### src/rtl/segdisp_avalon.sv
// segdisp_avalon: Avalon-MM slave driving NUM_DIGITS active-low seven-segment digits
//   with per-digit hex/raw mode, enable and hardware blink from an internal prescaler.
// Latency: reads return one cycle after the strobe; hex_out is registered, so a register
//   write or blink phase toggle reaches the pins one cycle later.
// Backpressure: none; every access completes with no wait states.
// Ports:
//   clk, reset_n        system clock, asynchronous active-low reset
//   avs_chipselect/address/read/write/writedata/readdata   Avalon-MM slave, read latency 1
//   hex_out             7 bits per digit, digit k at [7k+6:7k], bit 0 = segment a, active low
// Optional: define SEGDISP_LZB_EN to add leading-zero blanking (CTRL[24] lzb).
module segdisp_avalon #(
  parameter int NUM_DIGITS = 4,
  parameter int BLINK_DIV  = 25000000,
  parameter int ADDR_W     = 3
) (
  input  logic                    clk,
  input  logic                    reset_n,
  input  logic                    avs_chipselect,
  input  logic [ADDR_W-1:0]       avs_address,
  input  logic                    avs_read,
  input  logic                    avs_write,
  input  logic [31:0]             avs_writedata,
  output logic [31:0]             avs_readdata,
  output logic [7*NUM_DIGITS-1:0] hex_out
);

  localparam int ND = NUM_DIGITS;
  localparam int PW = $clog2(BLINK_DIV);

  localparam logic [ADDR_W-1:0] A_VALUE  = ADDR_W'(0);
  localparam logic [ADDR_W-1:0] A_CTRL   = ADDR_W'(1);
  localparam logic [ADDR_W-1:0] A_RAW_LO = ADDR_W'(2);
  localparam logic [ADDR_W-1:0] A_RAW_HI = ADDR_W'(3);
  localparam logic [ADDR_W-1:0] A_STATUS = ADDR_W'(4);

  logic [4*ND-1:0] r_value;
  logic [ND-1:0]   r_en;
  logic [ND-1:0]   r_blink;
  logic [ND-1:0]   r_raw_sel;
  logic [7*ND-1:0] r_raw;
`ifdef SEGDISP_LZB_EN
  logic            r_lzb;
`endif
  logic [PW-1:0]   r_presc;
  logic            r_phase;
  logic [31:0]     r_readdata;
  logic [7*ND-1:0] r_hex;

  logic            w_wr;
  logic            w_rd;
  logic [31:0]     w_ctrl;
  logic [31:0]     w_raw_lo;
  logic [31:0]     w_raw_hi;
  logic [31:0]     w_presc32;
  logic [31:0]     w_rd_mux;
  logic [ND-1:0]   w_lzb_blank;
  logic [7*ND-1:0] w_hex;
  logic            w_unused;

  assign w_wr = avs_chipselect & avs_write;
  assign w_rd = avs_chipselect & avs_read;

  // Standard active-low hex decode, segment a in bit 0.
  function automatic logic [6:0] f_hex7(input logic [3:0] n);
    case (n)
      4'h0: f_hex7 = 7'h40;
      4'h1: f_hex7 = 7'h79;
      4'h2: f_hex7 = 7'h24;
      4'h3: f_hex7 = 7'h30;
      4'h4: f_hex7 = 7'h19;
      4'h5: f_hex7 = 7'h12;
      4'h6: f_hex7 = 7'h02;
      4'h7: f_hex7 = 7'h78;
      4'h8: f_hex7 = 7'h00;
      4'h9: f_hex7 = 7'h10;
      4'hA: f_hex7 = 7'h08;
      4'hB: f_hex7 = 7'h03;
      4'hC: f_hex7 = 7'h46;
      4'hD: f_hex7 = 7'h21;
      4'hE: f_hex7 = 7'h06;
      default: f_hex7 = 7'h0E;
    endcase
  endfunction

  // Register file writes
  always_ff @(posedge clk or negedge reset_n) begin
    if (!reset_n) begin
      r_value   <= '0;
      r_en      <= '1;
      r_blink   <= '0;
      r_raw_sel <= '0;
      r_raw     <= '0;
`ifdef SEGDISP_LZB_EN
      r_lzb     <= 1'b0;
`endif
    end else if (w_wr) begin
      case (avs_address)
        A_VALUE: r_value <= avs_writedata[4*ND-1:0];
        A_CTRL: begin
          r_en      <= avs_writedata[0+:ND];
          r_blink   <= avs_writedata[8+:ND];
          r_raw_sel <= avs_writedata[16+:ND];
`ifdef SEGDISP_LZB_EN
          r_lzb     <= avs_writedata[24];
`endif
        end
        A_RAW_LO, A_RAW_HI: begin
          // Digits 0..3 live in RAW_LO, 4..7 in RAW_HI; same byte lane k%4 in both.
          for (int k = 0; k < ND; k++) begin
            if ((k < 4) == (avs_address == A_RAW_LO))
              r_raw[7*k+:7] <= avs_writedata[8*(k%4)+:7];
          end
        end
        default: ;
      endcase
    end
  end

  // Blink prescaler: phase toggles each time the count wraps, giving a 2*BLINK_DIV period.
  always_ff @(posedge clk or negedge reset_n) begin
    if (!reset_n) begin
      r_presc <= '0;
      r_phase <= 1'b0;
    end else if (r_presc == PW'(BLINK_DIV - 1)) begin
      r_presc <= '0;
      r_phase <= ~r_phase;
    end else begin
      r_presc <= r_presc + 1'b1;
    end
  end

  // Read-back views; bits of unimplemented digits stay 0.
  always_comb begin
    w_ctrl   = '0;
    w_raw_lo = '0;
    w_raw_hi = '0;
    w_ctrl[0+:ND]  = r_en;
    w_ctrl[8+:ND]  = r_blink;
    w_ctrl[16+:ND] = r_raw_sel;
`ifdef SEGDISP_LZB_EN
    w_ctrl[24]     = r_lzb;
`endif
    for (int k = 0; k < ND; k++) begin
      if (k < 4) w_raw_lo[8*(k%4)+:7] = r_raw[7*k+:7];
      else       w_raw_hi[8*(k%4)+:7] = r_raw[7*k+:7];
    end
  end

  assign w_presc32 = 32'(r_presc);

  always_comb begin
    w_rd_mux = '0;
    case (avs_address)
      A_VALUE:  w_rd_mux = 32'(r_value);
      A_CTRL:   w_rd_mux = w_ctrl;
      A_RAW_LO: w_rd_mux = w_raw_lo;
      A_RAW_HI: w_rd_mux = w_raw_hi;
      A_STATUS: w_rd_mux = {w_presc32[23:0], 7'd0, r_phase};
      default:  w_rd_mux = '0;
    endcase
  end

  // Sampled from pre-write state, so a same-cycle read/write returns the old value.
  always_ff @(posedge clk or negedge reset_n) begin
    if (!reset_n)  r_readdata <= '0;
    else if (w_rd) r_readdata <= w_rd_mux;
  end

`ifdef SEGDISP_LZB_EN
  // Walk down from the top digit blanking hex-mode zeros until a nonzero or raw digit.
  always_comb begin
    logic w_run;
    w_lzb_blank = '0;
    w_run       = r_lzb;
    for (int k = ND - 1; k >= 1; k--) begin
      if (w_run && !r_raw_sel[k] && (r_value[4*k+:4] == 4'd0)) w_lzb_blank[k] = 1'b1;
      else w_run = 1'b0;
    end
  end
`else
  assign w_lzb_blank = '0;
`endif

  always_comb begin
    w_hex = '1;
    for (int k = 0; k < ND; k++) begin
      if (!r_en[k] || (r_blink[k] && r_phase) || w_lzb_blank[k])
        w_hex[7*k+:7] = 7'h7F;
      else if (r_raw_sel[k])
        w_hex[7*k+:7] = ~r_raw[7*k+:7];
      else
        w_hex[7*k+:7] = f_hex7(r_value[4*k+:4]);
    end
  end

  always_ff @(posedge clk or negedge reset_n) begin
    if (!reset_n) r_hex <= '1;
    else          r_hex <= w_hex;
  end

  assign avs_readdata = r_readdata;
  assign hex_out      = r_hex;

  // Write-data bits outside the register fields and high prescaler bits are intentionally dropped.
  assign w_unused = ^{avs_writedata, w_presc32[31:24]};

endmodule

### config.mk
export PLATFORM = sky130hd
export DESIGN_NAME = segdisp_avalon
export DESIGN_NICKNAME = d
export VERILOG_FILES = /design/src/rtl/segdisp_avalon.sv
export SDC_FILE = /design/constraint.sdc
export NUM_CORES = 1
export LEC_CHECK = 0
export BUFFER_PORTS_ARGS = -buffer_cell sky130_fd_sc_hd__buf_4
export CAP_MARGIN = 20
export CELL_PAD_IN_SITES_DETAIL_PLACEMENT = 0
export CELL_PAD_IN_SITES_GLOBAL_PLACEMENT = 2
export CORE_MARGIN = 4
export CORE_UTILIZATION = 30
export CTS_BUF_LIST = sky130_fd_sc_hd__clkbuf_4 sky130_fd_sc_hd__clkbuf_8
export DETAILED_ROUTE_END_ITERATION = 12
export GPL_ROUTABILITY_DRIVEN = 0
export PLACE_DENSITY = 0.73
export SETUP_SLACK_MARGIN = 0.1
export SYNTH_ARGS = -nofsm -noshare
export SYNTH_HDL_FRONTEND = slang
export SYNTH_SLANG_ARGS = --single-unit
### constraint.sdc
create_clock -name clk -period 2.4 [get_ports clk]
set_input_delay 0.24 -clock clk [delete_from_list [all_inputs] [get_ports clk]]
set_output_delay 0.24 -clock clk [all_outputs]
set_load 0.03 [all_outputs]
Word level (Yosys, flattened, before mapping)
Memories as Yosys holds them, arrays and structs flattened.
Cells that the tools add are included.
Widths: inputs -> output; s select.
{ "totals": {"reg_bits": 142, "rom_bits": 448, "input_bits": 40, "output_inout_bits": 60, "word_cells": 53, "memories": 4} }
{ "op_classes": {"add_sub_neg": 1, "n_eq_ne": 5, "muxes": 10, "bitwise": 7, "n_reduce_logical": 17} }
{ "mem_list": {"columns": ["name", "depth", "word_bits", "read_ports", "rd_ports_with_merged_regs", "wr", "line", "rtl"], "rows": [
  ["(no name shown)", 16, 7, 1, 0, 0, "65", "case (n)"],
  ["(no name shown)", 16, 7, 1, 0, 0, "65", null],
  ["(no name shown)", 16, 7, 1, 0, 0, "65", null],
  ["(no name shown)", 16, 7, 1, 0, 0, "65", null]
]} }
{ "op_table": {"columns": ["operator", "count"], "rows": [
  ["$pmux 32 s4", 1],
  ["$mux 7", 8],
  ["$not 7->7", 4],
  ["$add 25x1->25 const B", 1],
  ["$eq 25x25->1 const B", 1],
  ["$mux 25", 1],
  ["$eq 3x2->1 const B", 2],
  ["$logic_and 1x1->1", 4],
  ["$logic_not 1->1", 4],
  ["$logic_or 1x1->1", 4],
  ["$reduce_and 2->1", 2],
  ["$eq 3x1->1 const B", 1],
  ["$eq 3x3->1 const B", 1],
  ["$logic_not 3->1", 1],
  ["$reduce_and 3->1", 1],
  ["$and 1x1->1", 2],
  ["$reduce_or 2->1", 1],
  ["$not 1->1", 1]
]} }

Logic depth before layout (Yosys ltp)
{ "depth": {"depth_word": 3, "depth_mapped": 6, "ltp_nobuf": 6} }

Worst setup path after synthesis
Ideal clock, no wire load.
{ "synth_timing": {"path_kind": "reg-to-reg", "startpoint": "register r_presc[0]", "endpoint": "register r_presc[20]", "setup_time_ns": 0.077, "arrival_time_ns": 1.870, "required_ns": 2.323, "path_slack_ns": 0.453, "path_stages_with_launch": 7, "n_path_buf": 1, "synth_period_minus_slack_ns": 1.947, "cell_sequence": "dfrtp_1 ha_1 nand3_1 or4_1 buf_2 or4_1 a21oi_1"} }
{ "synth_via": {"elab_chain_len": 2, "word_cells_on_any_way": 3, "classes_between": "add/sub (1); eq/ne (1); mux (1)"} }
{ "synth_lines": {"columns": ["element", "line", "rtl"], "rows": [
  ["start: declaration", "44", "logic [PW-1:0] r_presc;"],
  ["start signal: assignment", "128", "r_presc <= r_presc + 1'b1;"],
  ["$add 25x1->25 or $eq 25x25->1 (tied branches)", "128, 124", null],
  ["$mux 25 *", "124", "end else if (r_presc == PW'(BLINK_DIV - 1)) begin"]
]} }
Every way passes the cells marked *; elsewhere a longest branch is shown, timed or not.
A chain may end at the register's enable or synchronous reset.

Worst setup path after layout
Ends and elaborated chain as after synthesis.

==> reports/results.ini <==
[floorplan]
start_util_pct=30.5
rows=56
die-area_mm2=0.0264
die_w_um=162
num_io_pins=100
core_area_mm2=0.0235
dieHeight_um=162

[setup_path]
crit_type=flip-flop to flip-flop
path_max_fanout=10
required_ps=2770
critPathCaptureType=flip-flop
crit_path_start_kind=flip-flop
arrival_ps=2450

[synth]
ys.flop_type=dfrtp_1
ys_seq_area_share_pct=50.2
synth_top_family_by_area=compound AO/OA/AOI/OAI gates
async_reset_ff_share_pct=100
synth_top_area_share_pct=38.5
synth-edff-count=0
synthAdderAreaFrac_pct=5.07
synthMuxAreaShare_pct=11.7
yosys_warnings=0
synth_area_per_cell_um2=10.6
synth_area_mm2=0.00716
synth.distinct_cells=49
synth_xor_area_share_pct=1.84
synth_top_area_cell=dfrtp_1
synthCells=673
synth_compound_area_share_pct=15.4
yosys-top-cells-area=dfrtp_1 (38%), dfstp_2 (12%), mux2_2 (7.2%)
ys_seq_elements=142
synth_fp_nets=742
synth-simple-area-share_pct=12.9

[cts]
holdBufCountCts=13
clock_latency_ps=450
clk_pin_slew_ps=90
cts_setup_buffers=0
clkSinkCount=142
cts_made_buffers=17
ctsResizeCount=0
cts_tree=done
clockBufferDepth=2
cts_max_level=4
cts_root_buf=clkbuf_8

[hold_path]
hold_class=input pin to flip-flop

[sta]
slew_violations=0
period_minus_slack_ps=2090
setup_viol=0
grt_setup_unrepaired=false
slew_headroom_pct=31.2
tightest_slew_ps=1030
hold_viol=0
post-route-period-util_pct=87.1
fmax_mhz=479
setup_slack_ps=311
clock_skew_ps=12.9
tns_ps=0

[global_route]
grt_first_pass_wirelength_mm=31.1
grt_overflow=0
grt_pass1_vias=5561
grt_usage_pct=15.1
grt_antenna_before_repair=0
grt_max_degree=60

[routing]
wirelength_mm=19.4
drt_iter0_markers=257
vias_per_cell=4.90
routedWlPerCell_um=17.5
dr.pass1.iters=4
vias=5433
antenna_left=0
drc=0

[final_layout]
final_cells=1109
final_cell_mix=dfrtp_1 (110), buf_4 (110), nand2_1 (93)
syn2layout_area_growth_pct=23.2
fin_util_pct=37.6
stdcell_area_mm2=0.00882
fill_cells=2357
multiInputGateArea_mm2=0.00336
regArea_mm2=0.00359
diodes=0
drive_above_1_share_pct=29.4
num-nets-final=846

[placement]
place_inst=1063
port_buffers=97
dpl_worst_slack_ps=331
place_area_mm2=0.00826
detailed_place_hpwl_mm=14.2

[outcome]
status=complete, no violations

[power_and_ir_drop]
p_leak_nw=3.93
power.density_mw_per_mm2=834
ir_drop_v=0.000335

[run]
drv_cap=0

==> final cells by class <==
cell class / instances / area share [%]
Sequential cell: 142 / 40.7
Timing Repair Buffer: 126 / 11.3
Inverter: 13 / 0.553
Tap cell: 319 / 4.53
Clock buffer: 19 / 2.96
Clock inverter: 13 / 1.76
Multi-Input combinational cell: 477 / 38.1
==> worst paths after layout <==
path | startpoint | end | slack [ps] | cells past startpoint
setup / recovery | r_presc[0] | r_presc[20] | 310 | 5
setup reg to reg | r_presc[0] | r_presc[20] | 310 | 5
hold / removal | avs_writedata[28] | r_raw[25] | 40 | 2
min in group asynchronous | reset_n | r_raw[23] | 330 | 2
hold reg to reg | avs_readdata[16] | avs_readdata[16] | 490 | 2
max in group asynchronous | reset_n | hex_out[13] | 1330 | 3
==> routing by layer <==
layer  track usage (%)  vias to the layer above  part of all wire (%)
met5                 0                        -                     0
met2              24.8                      120                    48
met3              3.14                       25                   3.7
met4              5.50                        0                   2.2
li1                  -                     2616                     -
met1              19.7                     2672                    46
==> kinds of logic (layout without fill, tap and decap cells) <==
logic type      Yosys count  count (layout)
fa+ha+maj                29              29
mux                      78              78
compound gates          169             169
buf+inv                  54             171
xor+xnor                 15              15
flops                   142             142
simple gates            186             186
==> flip-flops by register name, summed over array words and instances (netlist names) <==
signal	cells
avs_readdata	32
hex_out	28
r_raw	28
r_presc	25
r_value	16
r_blink	4
r_en	4
r_raw_sel	4
r_phase	1
==> cells in the mapped netlist, types with 7 or more instances <==
library cell / number
dfrtp_1: 110
nand2_1: 93
o21ai_0: 69
mux2_2: 46
clkbuf_1: 32
dfstp_2: 32
mux2i_1: 32
ha_1: 29
a22o_1: 26
a21oi_1: 20
nor2_1: 20
a2bb2oi_1: 14
nand2b_1: 14
inv_1: 13
nand3_1: 8
o211ai_1: 8
xnor2_1: 8
and2_1: 7
xor2_1: 7
==> worst max-delay path, stage by stage, from the launching register on <==
cell,delay (ps)
dfrtp_1,480
ha_1,230
nand3_1,110
or4_1,590
or4_1,450
a21oi_1,160
==> stage by stage <==
stage	power, mW	hold slack (ps)
4_1_cts	7.46	1.11
2_1_floorplan	4.61	-55.6
3_5_place_dp	5.39	255
5_1_grt	7.82	6.67
3_3_place_gp	5.35	238
6_report	7.36	37.3
==> report_power, final <==
group | switching [mW] | internal [mW] | leakage (nW) | total [mW]
combinational | 1.08 | 0.873 | 1.97 | 1.96
clock | 1.01 | 1.00 | 0.202 | 2.02
sequential | 0.499 | 2.88 | 1.76 | 3.38
No activity file was read; power rests on OpenSTA's default activity.
